===== src/rtl/uart_tx_drain.sv =====
// Purpose: drains bytes from an upstream FIFO and sends them as 8N1 UART frames (LSB first).
// Latency: read strobe -> first start-bit cycle is 2 cycles; a frame lasts 10*CLKS_PER_BIT cycles.
// Backpressure: reads only when idle, enabled, CTS asserted and FIFO non-empty; a started frame always completes unless reset.
module uart_tx_drain #(
  parameter int CLKS_PER_BIT = 217,
  parameter int WIDTH        = 9
) (
  input  logic             i_clk,
  input  logic             i_rst,
  output logic             o_fifo_rd_en,
  input  logic [WIDTH-1:0] i_fifo_rd_data,
  input  logic             i_fifo_rd_valid,
  input  logic             i_fifo_empty,
  input  logic             i_enable,
  input  logic             i_cts_n,
  output logic             o_tx,
  output logic             o_busy,
  output logic             o_tx_done
);

  localparam int BAUD_W = $clog2(CLKS_PER_BIT);
  localparam logic [BAUD_W-1:0] BAUD_LAST = BAUD_W'(CLKS_PER_BIT - 1);

  localparam logic [2:0] S_IDLE  = 3'd0;
  localparam logic [2:0] S_FETCH = 3'd1;
  localparam logic [2:0] S_START = 3'd2;
  localparam logic [2:0] S_DATA  = 3'd3;
  localparam logic [2:0] S_STOP  = 3'd4;

  logic [2:0]        state_q, state_d;
  logic [BAUD_W-1:0] baud_q, baud_d;
  logic [2:0]        bit_q, bit_d;
  logic [7:0]        shift_q, shift_d;
  logic              tx_q, tx_d;
  logic              armed_q;
  logic              baud_last;
  logic              start_rd;
  logic              unused_rd_data;

  // Only the low byte is transmitted; upper FIFO bits are deliberately dropped.
  assign unused_rd_data = ^i_fifo_rd_data;

  assign baud_last = (baud_q == BAUD_LAST);

  // armed_q holds off the first read until a clock edge has been seen out of reset.
  assign start_rd = (state_q == S_IDLE) & armed_q & i_enable & ~i_cts_n & ~i_fifo_empty;

  always_comb begin
    state_d = state_q;
    baud_d  = baud_q;
    bit_d   = bit_q;
    shift_d = shift_q;
    case (state_q)
      S_IDLE: begin
        baud_d = '0;
        bit_d  = '0;
        if (start_rd) begin
          state_d = S_FETCH;
        end
      end
      S_FETCH: begin
        baud_d = '0;
        bit_d  = '0;
        if (i_fifo_rd_valid) begin
          shift_d = i_fifo_rd_data[7:0];
          state_d = S_START;
        end else begin
          state_d = S_IDLE;
        end
      end
      S_START: begin
        if (baud_last) begin
          baud_d  = '0;
          bit_d   = '0;
          state_d = S_DATA;
        end else begin
          baud_d = baud_q + BAUD_W'(1);
        end
      end
      S_DATA: begin
        if (baud_last) begin
          baud_d = '0;
          bit_d  = bit_q + 3'd1;
          if (bit_q == 3'd7) begin
            state_d = S_STOP;
          end
        end else begin
          baud_d = baud_q + BAUD_W'(1);
        end
      end
      S_STOP: begin
        if (baud_last) begin
          baud_d  = '0;
          state_d = S_IDLE;
        end else begin
          baud_d = baud_q + BAUD_W'(1);
        end
      end
      default: begin
        state_d = S_IDLE;
        baud_d  = '0;
        bit_d   = '0;
      end
    endcase
  end

  // Line level is computed from the next state so the registered output lines up with the state.
  always_comb begin
    tx_d = 1'b1;
    case (state_d)
      S_START: tx_d = 1'b0;
      S_DATA:  tx_d = shift_d[bit_d];
      default: tx_d = 1'b1;
    endcase
  end

  always_ff @(posedge i_clk or posedge i_rst) begin
    if (i_rst) begin
      state_q <= S_IDLE;
      baud_q  <= '0;
      bit_q   <= '0;
      shift_q <= '0;
      tx_q    <= 1'b1;
      armed_q <= 1'b0;
    end else begin
      state_q <= state_d;
      baud_q  <= baud_d;
      bit_q   <= bit_d;
      shift_q <= shift_d;
      tx_q    <= tx_d;
      armed_q <= 1'b1;
    end
  end

  assign o_fifo_rd_en = start_rd;
  assign o_tx         = tx_q;
  assign o_busy       = (state_q != S_IDLE);
  assign o_tx_done    = (state_q == S_STOP) & baud_last;

endmodule


===== config.mk =====
export PLATFORM = sky130hd
export DESIGN_NAME = uart_tx_drain
export DESIGN_NICKNAME = d
export VERILOG_FILES = /design/src/rtl/uart_tx_drain.sv
export SDC_FILE = /design/constraint.sdc
export NUM_CORES = 1
export LEC_CHECK = 0
export CORE_AREA = 4 4 55 57
export CTS_CLUSTER_SIZE = 8
export DETAILED_ROUTE_END_ITERATION = 6
export DIE_AREA = 0 0 59 61
export GPL_TIMING_DRIVEN = 0
export PLACE_DENSITY = 0.75
export SETUP_SLACK_MARGIN = 0.1
export SLEW_MARGIN = 10
export SYNTH_ARGS = -nofsm -noshare
export SYNTH_HDL_FRONTEND = slang
export SYNTH_SLANG_ARGS = --single-unit

===== constraint.sdc =====
create_clock -name i_clk -period 3 [get_ports i_clk]
set_input_delay 0.75 -clock i_clk [delete_from_list [all_inputs] [get_ports i_clk]]
set_output_delay 0.75 -clock i_clk [all_outputs]
set_load 0.05 [all_outputs]

# Yosys cells after proc, flatten, opt, wreduce, memory -nomap -nowiden

Cells that the tools add are included.

Add/subtract/negate cells: 2
Magnitude comparators: 1
Equal/unequal tests: 8
Muxes and demuxes: 17
Bitwise logic cells: 7
Reduce and logical (&&, ||, !) cells: 3

Operators by type and width:

| operator                                                    | count |
|---|---|
| two-way mux 8 bit                                           | 4 |
| two-way mux 3 bit                                           | 7 |
| one-hot mux 3 bit (5 select lines)                          | 1 |
| == test 3 x 2 -> 1 bit (second input constant)              | 4 |
| one-hot mux 3 bit (3 select lines)                          | 1 |
| adder 8 x 1 -> 8 bit (second input constant)                | 1 |
| == test 8 bit (second input constant)                       | 1 |
| == test 3 bit (second input constant)                       | 2 |
| bitwise AND 1 bit                                           | 5 |
| less-than comparator 3 x 4 -> 1 bit (second input constant) | 1 |
| adder 3 x 1 -> 3 bit (second input constant)                | 1 |
| binary-select mux 1 bit (select 3 bit)                      | 1 |
| == test 3 x 1 -> 1 bit (second input constant)              | 1 |
| logical NOT 3 bit                                           | 1 |
| nonzero test 3 bit                                          | 1 |
| OR reduction 3 bit                                          | 1 |
| two-way mux 2 bit                                           | 1 |
| NOT 1 bit                                                   | 2 |
| one-hot mux 1 bit (2 select lines)                          | 1 |
| two-way mux 1 bit                                           | 1 |

Register bits after elaboration: 24
Bits of input ports: 15
Word-level logic and storage cells: 44

# Logic depth before layout (Yosys ltp)

Depth after elaboration: 9
Gate-level depth with buffers: 13

# Worst setup path after synthesis

No wires, ideal clock.

Path type: register to output
From: reg state_q[0]
To: out o_fifo_rd_en
Arrival time: 1.825 ns
Data required time: 2.250 ns
Setup slack: 0.425 ns
Cell stages (with the launch flop): 4
Cell sequence: dfrtp_1 -> buf_2 -> or3_1 -> nor2_1

Word-level cells in the longest chain between the ends: 5

Ends and longest elaborated chain:

| item                            | RTL line | source |
|---|---|---|
| start: declaration              | 30       | `logic [2:0] state_q, state_d;` |
| start signal: assignment        | 126      | `state_q <= state_d;` |
| logical NOT 3 bit               | 46       | `assign start_rd = (state_q == S_IDLE) & armed_q & i_enable & ~i_cts_n & ~i_fifo_empty;` |
| bitwise AND 1 bit (4 in series) | 46       |  |
| end: declaration                | 10       | `output logic o_fifo_rd_en,` |

No other way between the ends.

# Final worst setup path

From: in i_cts_n
To: out o_fifo_rd_en

Word-level cells in the longest chain between the ends: 3

Ends and longest elaborated chain:

| item                            | RTL line | source |
|---|---|---|
| start: declaration              | 15       | `input logic i_cts_n,` |
| NOT 1 bit                       | 46       |  |
| bitwise AND 1 bit (2 in series) | 46       |  |

No other way between the ends.

==> flow_summary.yaml <==
yosys:
  netlist_area_mm2: 0.00127
  syn_nets: 158
  post_synth_num_cell_types: 39
  synthArstFlopShare_pct: 100
  synth-main-ff-cell: "dfrtp_1"
  synth_seq_cells: 24
  synth_edf_count: 0
  yosysWarningCount: 0
  ys_seq_area_share_pct: 47.2
  synthCells: 138
  syn-mean-instance-area_um2: 9.24
critical_path:
  cp_slowest_cell: "dlygate4sd2_1"
  cpMostUsedCell: "nor2_1"
  timing.rr.start: "baud_q[0]$_DFF_PP0_"
  r2r_setup_slack_ns: 0.30
  startpoint: "i_cts_n"
  worst-path-stages: 5
  endpoint: "o_fifo_rd_en"
  path_buf_inv: 2
  crit_chain: "clkdlybuf4s50_1, nor2_1, nand3_1, nor2_1, dlygate4sd2_1"
  start_kind: "input port"
  cp.required_ns: 2.25
  crit_type: "input port to output pin"
  end_kind: "output pin"
  cp.arrival_ns: 1.97
  max_stage_delay_ns: 0.53
  timing.rr.end: "o_tx$_DFF_PP1_"
  crit_family: "buffers and inverters"
  crit_path_max_fanout: 2
  worst_r2r_path_depth: 12
cells_and_area:
  final_cell_count_no_fill: 191
  design.final.nets: 182
  multi_input_area_um2: 617
  nFillCells: 219
  antenna_cells: 0
  drive_gt1_share_pct: 11.2
  seq_area_um2: 603
  syn2layout_area_growth_pct: 20.8
timing:
  finClkSkew_ns: 0.00868
  clock.fmax_mhz: 367
  period_minus_slack_ns: 2.72
  fin_tns_setup_ns: 0
  setup_violations: 0
  max_slew.worst_pin.slew_ns: 0.891
  rsz0062_at_grt: "false"
  slew_viol_final: 0
  max_slew_margin_pct: 40.5
  finalCritPeriodShare_pct: 90.7
  report.final.hold_viol_count: 0
drt:
  vias: 1008
  wl_per_cell_um: 13.3
  drc: 0
  postRouteAntennaNets: 0
  wirelength_um: 2540
  avgViaCountPerCell: 5.28
  firstDrtPassIters: 4
  drt_iter0_markers: 19
cts:
  cts_buffers: 3
  clk_pin_slew_worst_paths_ns: 0.14
  cts_sinks: 24
  cts_tree: "yes"
  htreeDepth: 1
  insertion_delay_ns: 0.32
  cts_buffer_depth: 2
  holdBufCountCts: 0
  root_buffer: "clkbuf_4"
job:
  drv_cap: 0
floorplanning:
  coreArea_mm2: 0.00248
  fp.dieArea_mm2: 0.00360
  rows: 18
  die_x_um: 59
  die_h_um: 61
  ioPinCount: 19
  start_util_pct: 51.5
status:
  status: "completed"
power:
  p_leak_nw: 0.760
  ir_drop_uv: 313
  p_per_area_mw_per_mm2: 338
placement:
  gp_congestion: 0.846
  place_inst: 185
  port_buffers: 17
  dp_hpwl_um: 1820
grt:
  antenna_found_initial: 0
  grt_pass1_wl_um: 4190
  grt_max_degree: 25
  overflow: 0
  grt_pass1_vias: 968
  track_usage_pct: 15.6
hold_path:
  holdCritStartpoint: "shift_q[4]$_DFF_PP0_"
  hold_class: "register to register"
## layout make-up
| cell class | count | area share [%] |
|---|---|---|
| buffer | 5 | 1.95 |
| clock buffer | 4 | 2.36 |
| inverter | 8 | 2.11 |
| multi-input combinational | 101 | 40.0 |
| sequential | 24 | 39.2 |
| tap | 30 | 2.44 |
| timing repair buffer | 19 | 11.9 |
## stage by stage
step / setup slack, ns / instance area [um^2] / hold slack (ns) / utilization [%] / total power, mW
2_1_floorplan: 0.425 / 1270 / 0.439 / - / 0.336
3_3_place_gp: 0.00778 / 1480 / 0.458 / 59.8 / 0.355
3_5_place_dp: -0.0107 / 1480 / 0.464 / 59.8 / 0.355
4_1_cts: 0.217 / 1520 / 0.496 / 61.2 / 0.529
5_1_grt: 0.102 / 1540 / 0.523 / 62.2 / 0.544
6_report: 0.278 / 1540 / 0.491 / 62.2 / 0.521
## what timing repair did
action	in CTS	in global routing
pin swaps	0	1
resized for setup	2	3
endpoints found under the setup margin	2	2
cloned	0	0
setup buffers	0	2
## worst reg2reg max path, delay by kind of cell (launching register included)
kind	cells	cell delay, ns
flops	1	0.46
fa+ha+maj	2	0.30
mux	1	0.13
simple gates	3	0.71
buf+inv	4	0.43
compound gates	2	0.59
## synthesized netlist by cell type, types with 2 or more instances
cell / n / area, um^2
a21oi_1: 2 / 10.0
and3_1: 5 / 31.3
dfrtp_1: 23 / 576
buf_2: 3 / 15.0
ha_1: 5 / 62.6
mux2i_1: 2 / 20.0
and4b_1: 2 / 20.0
o21ai_1: 4 / 20.0
inv_1: 7 / 26.3
nor2_1: 14 / 52.6
a21o_1: 2 / 15.0
xor2_1: 5 / 43.8
nand2_1: 29 / 109
o21ai_0: 3 / 15.0
nand3_1: 8 / 40.0
## cells in the final DEF (no fill, tap or decap), drive strengths merged, types with 2 or more instances in the layout
cell and count:
mux2i 2, a21oi 2, and3 6, inv 8, buf 6, clkbuf 5
nand3 8, xor2 5, dfrtp 23, nand2 29, ha 5, nor2 14
a21o 2, clkdlybuf4s50 15, and4b 2, o21ai 7
## sequential cells by signal, summed over array words and instances (netlist names)
signal / flops
o_tx: 1
shift_q: 8
state_q: 3
armed_q: 1
baud_q: 8
bit_q: 3
## cell families (layout without fill, tap and decap cells)
group           count (synthesis)  in the layout  share of synthesized area, %
compound gates                 20             20                          11.5
xor+xnor                        6              6                          4.12
fa+ha+maj                       5              5                          4.91
buf+inv                        13             36                          4.91
flops                          24             24                          47.2
mux                             2              2                          1.57
other cells                     1              1                         0.294
simple gates                   67             67                          25.5
## how the worst min path moves through the flow
stage | cells after the start | endpoint
2_1_floorplan | 2 | shift_q[2]$_DFF_PP0_
3_3_place_gp | 2 | shift_q[0]$_DFF_PP0_
3_5_place_dp | 2 | shift_q[2]$_DFF_PP0_
4_1_cts | 2 | shift_q[2]$_DFF_PP0_
5_1_grt | 2 | shift_q[6]$_DFF_PP0_
6_report | 2 | shift_q[4]$_DFF_PP0_
## metal layers
layer / global-route usage, % / up-vias / routed length (um)
met5: 0 / - / 0
met4: 7.77 / 0 / 40
met3: 3.19 / 5 / 128
met2: 26.0 / 19 / 1220
met1: 19.1 / 469 / 1150
li1: - / 515 / -
## report_power, final
part	leakage, nW	internal (mW)	switching [mW]
Combinational	0.440	0.0151	0.00885
Clock	0.0210	0.0742	0.0987
Sequential	0.299	0.324	0.000174
(Power assumes the default switching activity.)
